### src/rtl/instruction_fetch_decode_if.sv
// Instruction memory read bus between the fetch/decode stage and instruction memory.
// The fetch unit is the master: it drives the address and the read request, and the
// memory answers with waitrequest and readdata.
interface instruction_fetch_decode_if;
   logic [31:0] instr_address;
   logic        instr_read;
   logic        instr_waitrequest;
   logic [31:0] instr_readdata;

   modport master (
      output instr_address,
      output instr_read,
      input  instr_waitrequest,
      input  instr_readdata
   );

   modport slave (
      input  instr_address,
      input  instr_read,
      output instr_waitrequest,
      output instr_readdata
   );
endinterface

### src/rtl/instruction_fetch_decode.sv
// Instruction fetch and decode front end.
// Fetches the word at PC_in over a stalling read bus, latches it into IR, and decodes
// it into the jump/branch strobes and immediate/register fields used by the next-PC
// unit. It runs a two-phase FETCH/EXEC cycle and drops into HALT on a misaligned PC
// or a memory timeout, leaving HALT only through reset.
module instruction_fetch_decode #(
   parameter int unsigned TIMEOUT_CYCLES = 0
) (
   input  logic        clk,
   input  logic        rst,
   input  logic [31:0] PC_in,
   instruction_fetch_decode_if.master bus,
   output logic        STALL,
   output logic        state,
   output logic        fetch_error,
   output logic [4:0]  rs_addr,
   output logic [4:0]  rt_addr,
   output logic [15:0] I_intermidiete,
   output logic [25:0] J_intermidiete,
   output logic        J,
   output logic        JAL,
   output logic        JR,
   output logic        JALR,
   output logic        BEQ,
   output logic        BNE,
   output logic        BGEZ,
   output logic        BGEZAL,
   output logic        BGTZ,
   output logic        BLEZ,
   output logic        BLTZ,
   output logic        BLTZAL
);

   // FSM encoding
   localparam logic [1:0] FETCH = 2'd0;
   localparam logic [1:0] EXEC  = 2'd1;
   localparam logic [1:0] HALT  = 2'd2;

   // Opcodes and function codes that produce a control strobe
   localparam logic [5:0] OP_SPECIAL = 6'b000000;
   localparam logic [5:0] OP_REGIMM  = 6'b000001;
   localparam logic [5:0] OP_J       = 6'b000010;
   localparam logic [5:0] OP_JAL     = 6'b000011;
   localparam logic [5:0] OP_BEQ     = 6'b000100;
   localparam logic [5:0] OP_BNE     = 6'b000101;
   localparam logic [5:0] OP_BLEZ    = 6'b000110;
   localparam logic [5:0] OP_BGTZ    = 6'b000111;
   localparam logic [5:0] FN_JR      = 6'b001000;
   localparam logic [5:0] FN_JALR    = 6'b001001;
   localparam logic [4:0] RT_BLTZ    = 5'b00000;
   localparam logic [4:0] RT_BGEZ    = 5'b00001;
   localparam logic [4:0] RT_BLTZAL  = 5'b10000;
   localparam logic [4:0] RT_BGEZAL  = 5'b10001;

   // Wait counter only needs to reach TIMEOUT_CYCLES-1; with the timeout disabled it
   // is a single free-running bit that nothing looks at.
   localparam int unsigned   CNT_W    = (TIMEOUT_CYCLES > 1) ? $clog2(TIMEOUT_CYCLES) : 1;
   localparam logic [CNT_W-1:0] CNT_LAST =
      CNT_W'((TIMEOUT_CYCLES == 0) ? 0 : TIMEOUT_CYCLES - 1);

   logic [1:0]       state_q, state_d;
   logic [31:0]      ir_q, ir_d;
   logic [CNT_W-1:0] wait_cnt_q, wait_cnt_d;
   logic             fetch_error_q, fetch_error_d;

   logic             in_fetch;
   logic             in_exec;
   logic             pc_misaligned;
   logic             timeout_hit;
   logic [5:0]       opcode;
   logic [5:0]       funct;
   logic [4:0]       rt_field;

   assign in_fetch      = (state_q == FETCH);
   assign in_exec       = (state_q == EXEC);
   assign pc_misaligned = (PC_in[1:0] != 2'b00);
   assign timeout_hit   = (TIMEOUT_CYCLES != 0) && (wait_cnt_q == CNT_LAST);

   assign opcode   = ir_q[31:26];
   assign funct    = ir_q[5:0];
   assign rt_field = ir_q[20:16];

   // Next-state logic: fetch handshake, timeout and error capture
   always_comb begin
      // NOTE: every variable gets a default before the case so no latch is inferred.
      state_d       = state_q;
      ir_d          = ir_q;
      wait_cnt_d    = wait_cnt_q;
      fetch_error_d = fetch_error_q;
      case (state_q)
         FETCH: begin
            if (pc_misaligned) begin
               state_d       = HALT;
               fetch_error_d = 1'b1;
            end else if (!bus.instr_waitrequest) begin
               ir_d       = bus.instr_readdata;
               wait_cnt_d = '0;
               state_d    = EXEC;
            end else if (timeout_hit) begin
               state_d       = HALT;
               fetch_error_d = 1'b1;
            end else begin
               wait_cnt_d = wait_cnt_q + CNT_W'(1);
            end
         end
         EXEC:    state_d = FETCH;
         HALT:    state_d = HALT;
         default: state_d = FETCH;
      endcase
   end

   // State registers with synchronous reset; IR resets to a NOP so fields read 0
   always_ff @(posedge clk) begin
      // NOTE: sequential state uses non-blocking assignments so all registers update together.
      if (rst) begin
         state_q       <= FETCH;
         ir_q          <= '0;
         wait_cnt_q    <= '0;
         fetch_error_q <= 1'b0;
      end else begin
         state_q       <= state_d;
         ir_q          <= ir_d;
         wait_cnt_q    <= wait_cnt_d;
         fetch_error_q <= fetch_error_d;
      end
   end

   // Bus and phase outputs; a misaligned PC never reaches the memory
   always_comb begin
      bus.instr_address = PC_in;
      bus.instr_read    = in_fetch && !pc_misaligned;
      state             = in_exec;
      fetch_error       = fetch_error_q;
      STALL             = 1'b0;
      if (in_fetch) begin
         STALL = bus.instr_waitrequest;
      end else if (state_q == HALT) begin
         STALL = 1'b1;
      end
   end

   // Register and immediate fields follow IR and hold until the next load
   assign rs_addr        = ir_q[25:21];
   assign rt_addr        = ir_q[20:16];
   assign I_intermidiete = ir_q[15:0];
   assign J_intermidiete = ir_q[25:0];

   // Control decode, gated so strobes are only visible during the EXEC cycle
   always_comb begin
      J      = 1'b0;
      JAL    = 1'b0;
      JR     = 1'b0;
      JALR   = 1'b0;
      BEQ    = 1'b0;
      BNE    = 1'b0;
      BGEZ   = 1'b0;
      BGEZAL = 1'b0;
      BGTZ   = 1'b0;
      BLEZ   = 1'b0;
      BLTZ   = 1'b0;
      BLTZAL = 1'b0;
      if (in_exec) begin
         case (opcode)
            OP_J:    J   = 1'b1;
            OP_JAL:  JAL = 1'b1;
            OP_BEQ:  BEQ = 1'b1;
            OP_BNE:  BNE = 1'b1;
            OP_BLEZ: BLEZ = (rt_field == 5'd0);
            OP_BGTZ: BGTZ = (rt_field == 5'd0);
            OP_SPECIAL: begin
               JR   = (funct == FN_JR);
               JALR = (funct == FN_JALR);
            end
            OP_REGIMM: begin
               case (rt_field)
                  RT_BLTZ:   BLTZ   = 1'b1;
                  RT_BGEZ:   BGEZ   = 1'b1;
                  RT_BLTZAL: BLTZAL = 1'b1;
                  RT_BGEZAL: BGEZAL = 1'b1;
                  default:   ;
               endcase
            end
            default: ;
         endcase
      end
   end

endmodule
### src/flat_wrapper.sv
// flat-port wrapper written by rule: the top's interface ports become plain ports
module instruction_fetch_decode_flat 
#(
   parameter int unsigned TIMEOUT_CYCLES = 0
)
  (clk, rst, PC_in, STALL, state, fetch_error, rs_addr, rt_addr, I_intermidiete, J_intermidiete, J, JAL, JR, JALR, BEQ, BNE, BGEZ, BGEZAL, BGTZ, BLEZ, BLTZ, BLTZAL, bus_instr_address, bus_instr_read, bus_instr_waitrequest, bus_instr_readdata);
  instruction_fetch_decode_if bus_i ();
  input  logic clk;
  input  logic rst;
  input  logic [31:0] PC_in;
  output logic STALL;
  output logic state;
  output logic fetch_error;
  output logic [4:0] rs_addr;
  output logic [4:0] rt_addr;
  output logic [15:0] I_intermidiete;
  output logic [25:0] J_intermidiete;
  output logic J;
  output logic JAL;
  output logic JR;
  output logic JALR;
  output logic BEQ;
  output logic BNE;
  output logic BGEZ;
  output logic BGEZAL;
  output logic BGTZ;
  output logic BLEZ;
  output logic BLTZ;
  output logic BLTZAL;
  output wire logic [$bits(bus_i.instr_address)-1:0] bus_instr_address;
  output wire logic [$bits(bus_i.instr_read)-1:0] bus_instr_read;
  input wire logic [$bits(bus_i.instr_waitrequest)-1:0] bus_instr_waitrequest;
  input wire logic [$bits(bus_i.instr_readdata)-1:0] bus_instr_readdata;
  assign bus_instr_address = bus_i.instr_address;
  assign bus_instr_read = bus_i.instr_read;
  assign bus_i.instr_waitrequest = bus_instr_waitrequest;
  assign bus_i.instr_readdata = bus_instr_readdata;
  instruction_fetch_decode #(.TIMEOUT_CYCLES(TIMEOUT_CYCLES)) u_core (.clk(clk), .rst(rst), .PC_in(PC_in), .bus(bus_i), .STALL(STALL), .state(state), .fetch_error(fetch_error), .rs_addr(rs_addr), .rt_addr(rt_addr), .I_intermidiete(I_intermidiete), .J_intermidiete(J_intermidiete), .J(J), .JAL(JAL), .JR(JR), .JALR(JALR), .BEQ(BEQ), .BNE(BNE), .BGEZ(BGEZ), .BGEZAL(BGEZAL), .BGTZ(BGTZ), .BLEZ(BLEZ), .BLTZ(BLTZ), .BLTZAL(BLTZAL));
endmodule
### config.mk
export PLATFORM = sky130hd
export DESIGN_NAME = instruction_fetch_decode_flat
export DESIGN_NICKNAME = d
export VERILOG_FILES = /design/src/rtl/instruction_fetch_decode_if.sv /design/src/rtl/instruction_fetch_decode.sv /design/src/flat_wrapper.sv
export SDC_FILE = /design/constraint.sdc
export NUM_CORES = 1
export LEC_CHECK = 0
export CAP_MARGIN = 20
export CORE_UTILIZATION = 39
export CTS_BUF_LIST = sky130_fd_sc_hd__clkbuf_4
export CTS_CLUSTER_DIAMETER = 120
export DETAILED_ROUTE_END_ITERATION = 16
export PLACE_DENSITY = 0.88
export SETUP_SLACK_MARGIN = 0.2
export SKIP_CTS_REPAIR_TIMING = 1
export SYNTH_ARGS = -nofsm -noshare
export SYNTH_HDL_FRONTEND = slang
export SYNTH_SLANG_ARGS = --single-unit
### constraint.sdc
create_clock -name clk -period 3 [get_ports clk]
set_input_delay 0.6 -clock clk [delete_from_list [all_inputs] [get_ports clk]]
set_output_delay 0.6 -clock clk [all_outputs]
set_load 0.02 [all_outputs]
# ---- Yosys cells after proc, flatten, opt, wreduce, memory -nomap -nowiden
# Cells that the tools add are included.
dict set report word_totals {
  reg_bits 35
  in_bits 67
  out_inout_bits 100
  word_cells 61
}
dict set report classes {
  n_eq_ne 15
  mux 33
  n_bitwise 2
  n_reduce_logical 8
}
# cell n
set op_table {}
lappend op_table {{$mux 1} 30}
lappend op_table {{$eq 6x3->1 const B} 4}
lappend op_table {{$eq 6x2->1 const B} 2}
lappend op_table {{$eq 6x4->1 const B} 2}
lappend op_table {{$eq 5x5->1 const B} 2}
lappend op_table {{$eq 6x1->1 const B} 1}
lappend op_table {{$logic_not 6->1} 1}
lappend op_table {{$eq 5x1->1 const B} 1}
lappend op_table {{$logic_not 5->1} 1}
lappend op_table {{$mux 2} 2}
lappend op_table {{$pmux 2 s2} 1}
lappend op_table {{$ne 3x3->1 const B} 1}
lappend op_table {{$reduce_and 3->1} 1}
lappend op_table {{$eq 2x1->1 const B} 1}
lappend op_table {{$eq 2x2->1 const B} 1}
lappend op_table {{$logic_not 2->1} 1}
lappend op_table {{$not 1->1} 2}
lappend op_table {{$reduce_and 2->1} 1}
lappend op_table {{$reduce_bool 2->1} 1}
lappend op_table {{$logic_and 1x1->1} 1}
lappend op_table {{$logic_not 1->1} 1}

# ---- Depth between registers and ports, before layout
dict set report depth {
  depth_word 4
  depth_mapped 5
  depth_no_buf 3
}

# ---- Worst setup path after synthesis
# Ideal clock, no wire load.
dict set report synth_timing {
  path_type {reg2out}
  startpoint {register u_core.state_q[0]}
  endpoint {output JALR}
  arrival_time_ns 1.626
  t_required_ns 2.400
  slack_ns 0.774
  path_stages_with_launch 4
  path_buffers 0
  cell_sequence {dfxtp_1 nor4b_4 nand4b_1 nor4b_1}
}
dict set report synth_via {
  elab_chain_len 2
}
# item line_no
set synth_lines {}
lappend synth_lines {{start: declaration} instruction_fetch_decode.sv:61} ;# logic [1:0] state_q, state_d;
lappend synth_lines {{start signal: assignment} instruction_fetch_decode.sv:121} ;# state_q <= state_d;
lappend synth_lines {{$eq 2x1->1} instruction_fetch_decode.sv:75} ;# assign in_exec = (state_q == EXEC);
lappend synth_lines {{$mux 1} instruction_fetch_decode.sv:162} ;# if (in_exec) begin
lappend synth_lines {{end: declaration} flat_wrapper.sv:21} ;# output logic JALR;
# No other way between the ends.

# ---- Worst setup path after layout
dict set report layout_timing {
  startpoint {input PC_in[1]}
  endpoint {output bus_instr_read}
}
dict set report layout_via {
  elab_chain_len 3
}
# item line_no
set layout_lines {}
lappend layout_lines {{start: declaration} flat_wrapper.sv:10} ;# input logic [31:0] PC_in;
lappend layout_lines {{$reduce_bool 2->1} instruction_fetch_decode.sv:76} ;# assign pc_misaligned = (PC_in[1:0] != 2'b00);
lappend layout_lines {{$logic_not 1->1} instruction_fetch_decode.sv:131} ;# bus.instr_read = in_fetch && !pc_misaligned;
lappend layout_lines {{$logic_and 1x1->1} instruction_fetch_decode.sv:131}
lappend layout_lines {{end: declaration} flat_wrapper.sv:31} ;# output wire logic [$bits(bus_i.instr_read)-1:0] bus_instr_read;
# No other way between the ends.

==> impl_metrics.json <==
{
  "rows": 28,
  "p_total_uw": 930,
  "io_buffers": 106,
  "crit_chain": "clkdlybuf4s50_1 -> nor4_4 -> clkdlybuf4s50_1",
  "rsz0062_at_grt": "no",
  "ys_warn_count": 0,
  "cts_tree": "yes",
  "period_share_pct": 88.7,
  "viasPerCell": 4.64,
  "ir_worst_vdd_mv": 0.160,
  "synth_nets": 328,
  "report.final.setup_viol": 0,
  "routedWlPerCell_microns": 12.8,
  "drv_cap": 0,
  "critPathArrivalTime_ps": 2060,
  "synth_area_sq_mm": 0.00239,
  "status": "completed",
  "max_slew_margin_pct": 45.9,
  "end_kind": "output pin",
  "timing.fmax_mhz": 376,
  "wirelength_microns": 4570,
  "postLayoutCellArea_sq_mm": 0.00292,
  "fin_nets": 348,
  "ys_types": 27,
  "cts.sinks": 35,
  "critical_path.max_fanout": 4,
  "ant_nets": 0,
  "powerDensity_mw_per_mm2": 318,
  "instances_no_fill": 357,
  "final_common_cell": "clkdlybuf4s50_1",
  "fin_util_pct": 49.4,
  "seq_area_frac_synth_pct": 29.3,
  "gp_congestion": 0.784,
  "grt_first_pass_wirelength_microns": 7070,
  "maxSlewViolCount": 0,
  "antennaDiodeCount": 0,
  "path_clk_slew_ps": 110,
  "clockRootBuffer": "clkbuf_4",
  "worstPathRequired_ps": 2400,
  "fillers": 544,
  "leakage_nw": 1.16,
  "worstSetupStartpointType": "primary input",
  "tightest_slew_ps": 812,
  "clockBufferDepth": 2,
  "area_growth_pct": 22.4,
  "worstSetupPathType": "primary input to output pin",
  "ioPinCount": 167,
  "postSynthCellCount": 261,
  "grt_remaining_overflow": 0,
  "grt_use_total_pct": 14.3,
  "numCtsBuffers": 5,
  "dieArea_sq_mm": 0.00644,
  "core_area_sq_mm": 0.00592,
  "hpwl_microns": 3330,
  "dp.cells": 348,
  "drtIter0Drc": 40,
  "fin_skew_ps": 4.36,
  "fin_setup_tns_ps": 0,
  "cpPeakStageDelay_ps": 660,
  "hp-class": "register to register",
  "grt_pass1_vias": 1512,
  "drtPass1Iterations": 4,
  "die_x_microns": 80.3,
  "hold_violations": 0,
  "final_cell_mix": "clkdlybuf4s50_1, nand2b_1, dfxtp_1, mux2i_1, dlymetal6s2s_1",
  "drc": 0,
  "clkLatencyLatePin_ps": 330,
  "crit_path_frequent_cell": "clkdlybuf4s50_1",
  "period_needed_ps": 2660,
  "cts_max_level": 2,
  "start_util_pct": 40.4,
  "grt_antenna_before_repair": 0,
  "crit_buf_inv": 2,
  "die_h_microns": 80.3,
  "drive_gt1_share_pct": 4.96,
  "avgSynthCellArea_sq_um": 9.16,
  "num_vias": 1657,
  "grt_max_degree": 68,
  "place_area_sq_mm": 0.00283,
  "cp_top_family": "buffers and inverters",
  "ys_seq_elements": 35,
  "worst_path_max_delay_cell": "clkdlybuf4s50_1"
}
-- routing by layer --
metal | GRT usage (%) | vias to the layer above | share of wire (%)
met4 | 5.00 | 0 | 1.4
met3 | 5.00 | 12 | 8.2
met2 | 26.2 | 85 | 49
met5 | 0 | - | 0
li1 | - | 803 | -
met1 | 15.1 | 757 | 41
-- stage by stage --
step	hold WS [ps]	worst slack (ps)
2_1_floorplan	462	774
3_3_place_gp	435	394
3_5_place_dp	439	340
4_1_cts	457	27.5
5_1_grt	478	262
6_report	452	338
-- sequential cells by signal, indices dropped and copies added, names as in the netlist --
name and cells:
u_core.state_q 2, u_core.ir_q 32, u_core.fetch_error 1
-- area by class of cell --
| type | count | area (sq um) | share of cell area, % |
|---|---|---|---|
| inverter | 3 | 11.3 | 0.385 |
| sequential | 35 | 702 | 24.0 |
| timing repair buffer | 108 | 1110 | 37.9 |
| clock inverter | 2 | 7.51 | 0.257 |
| clock buffer | 6 | 45.0 | 1.54 |
| multi-input combinational | 128 | 956 | 32.7 |
| tap | 75 | 93.8 | 3.21 |
-- worst paths after layout --
kind                                    from                              end  slack (ps)  depth (start not counted)
max                                 PC_in[1]                   bus_instr_read         340                          3
min          u_core.fetch_error$_SDFFE_PP0P_  u_core.fetch_error$_SDFFE_PP0P_         450                          2
max reg2reg   u_core.state_q[1]$_SDFFE_PP0P_     u_core.ir_q[23]$_SDFFE_PP0P_        1450                          4
min reg2reg  u_core.fetch_error$_SDFFE_PP0P_  u_core.fetch_error$_SDFFE_PP0P_         450                          2
-- logic make-up after synthesis --
family                 synth area share, %
buffers and inverters                 30.9
multiplexers                          12.6
AND/OR/NAND/NOR                       26.1
flip-flops                            29.3
AO/OA/AOI/OAI                         1.05
-- synth_stat cells, drive strengths merged --
master  count  share of area (%)
buf        88                 29
nand2b     60                 16
dfxtp      35                 29
mux2i      30                 13
nor3        9                1.9
clkbuf      7                1.1
nor2        5               0.79
inv         3               0.47
nor4        3                1.4
nor4b       3                1.7
and2b       2               0.63
nand4b      2               0.73
nor2b       2               0.52
o31ai       2               0.63
or4bb       2               0.94
a21oi       1               0.21
and4b       1               0.42
nand2       1               0.16
nand3       1               0.21
nand4       1               0.26
nor3b       1               0.31
nor4bb      1               0.42
o21ai       1               0.21
-- power by group --
part           total (mW)  switching, mW  internal (mW)  leakage [nW]
clock               0.250          0.154         0.0959        0.0307
combinational       0.187         0.0753          0.111         0.844
sequential          0.494         0.0157          0.478         0.285
-- worst register-to-register path, cell delays in order, from the launching register on --
cell and delay [ps]:
dfxtp_1 410, nor4_4 370, and2b_2 220, buf_12 240
mux2i_1 250
(Power assumes the default switching activity.)
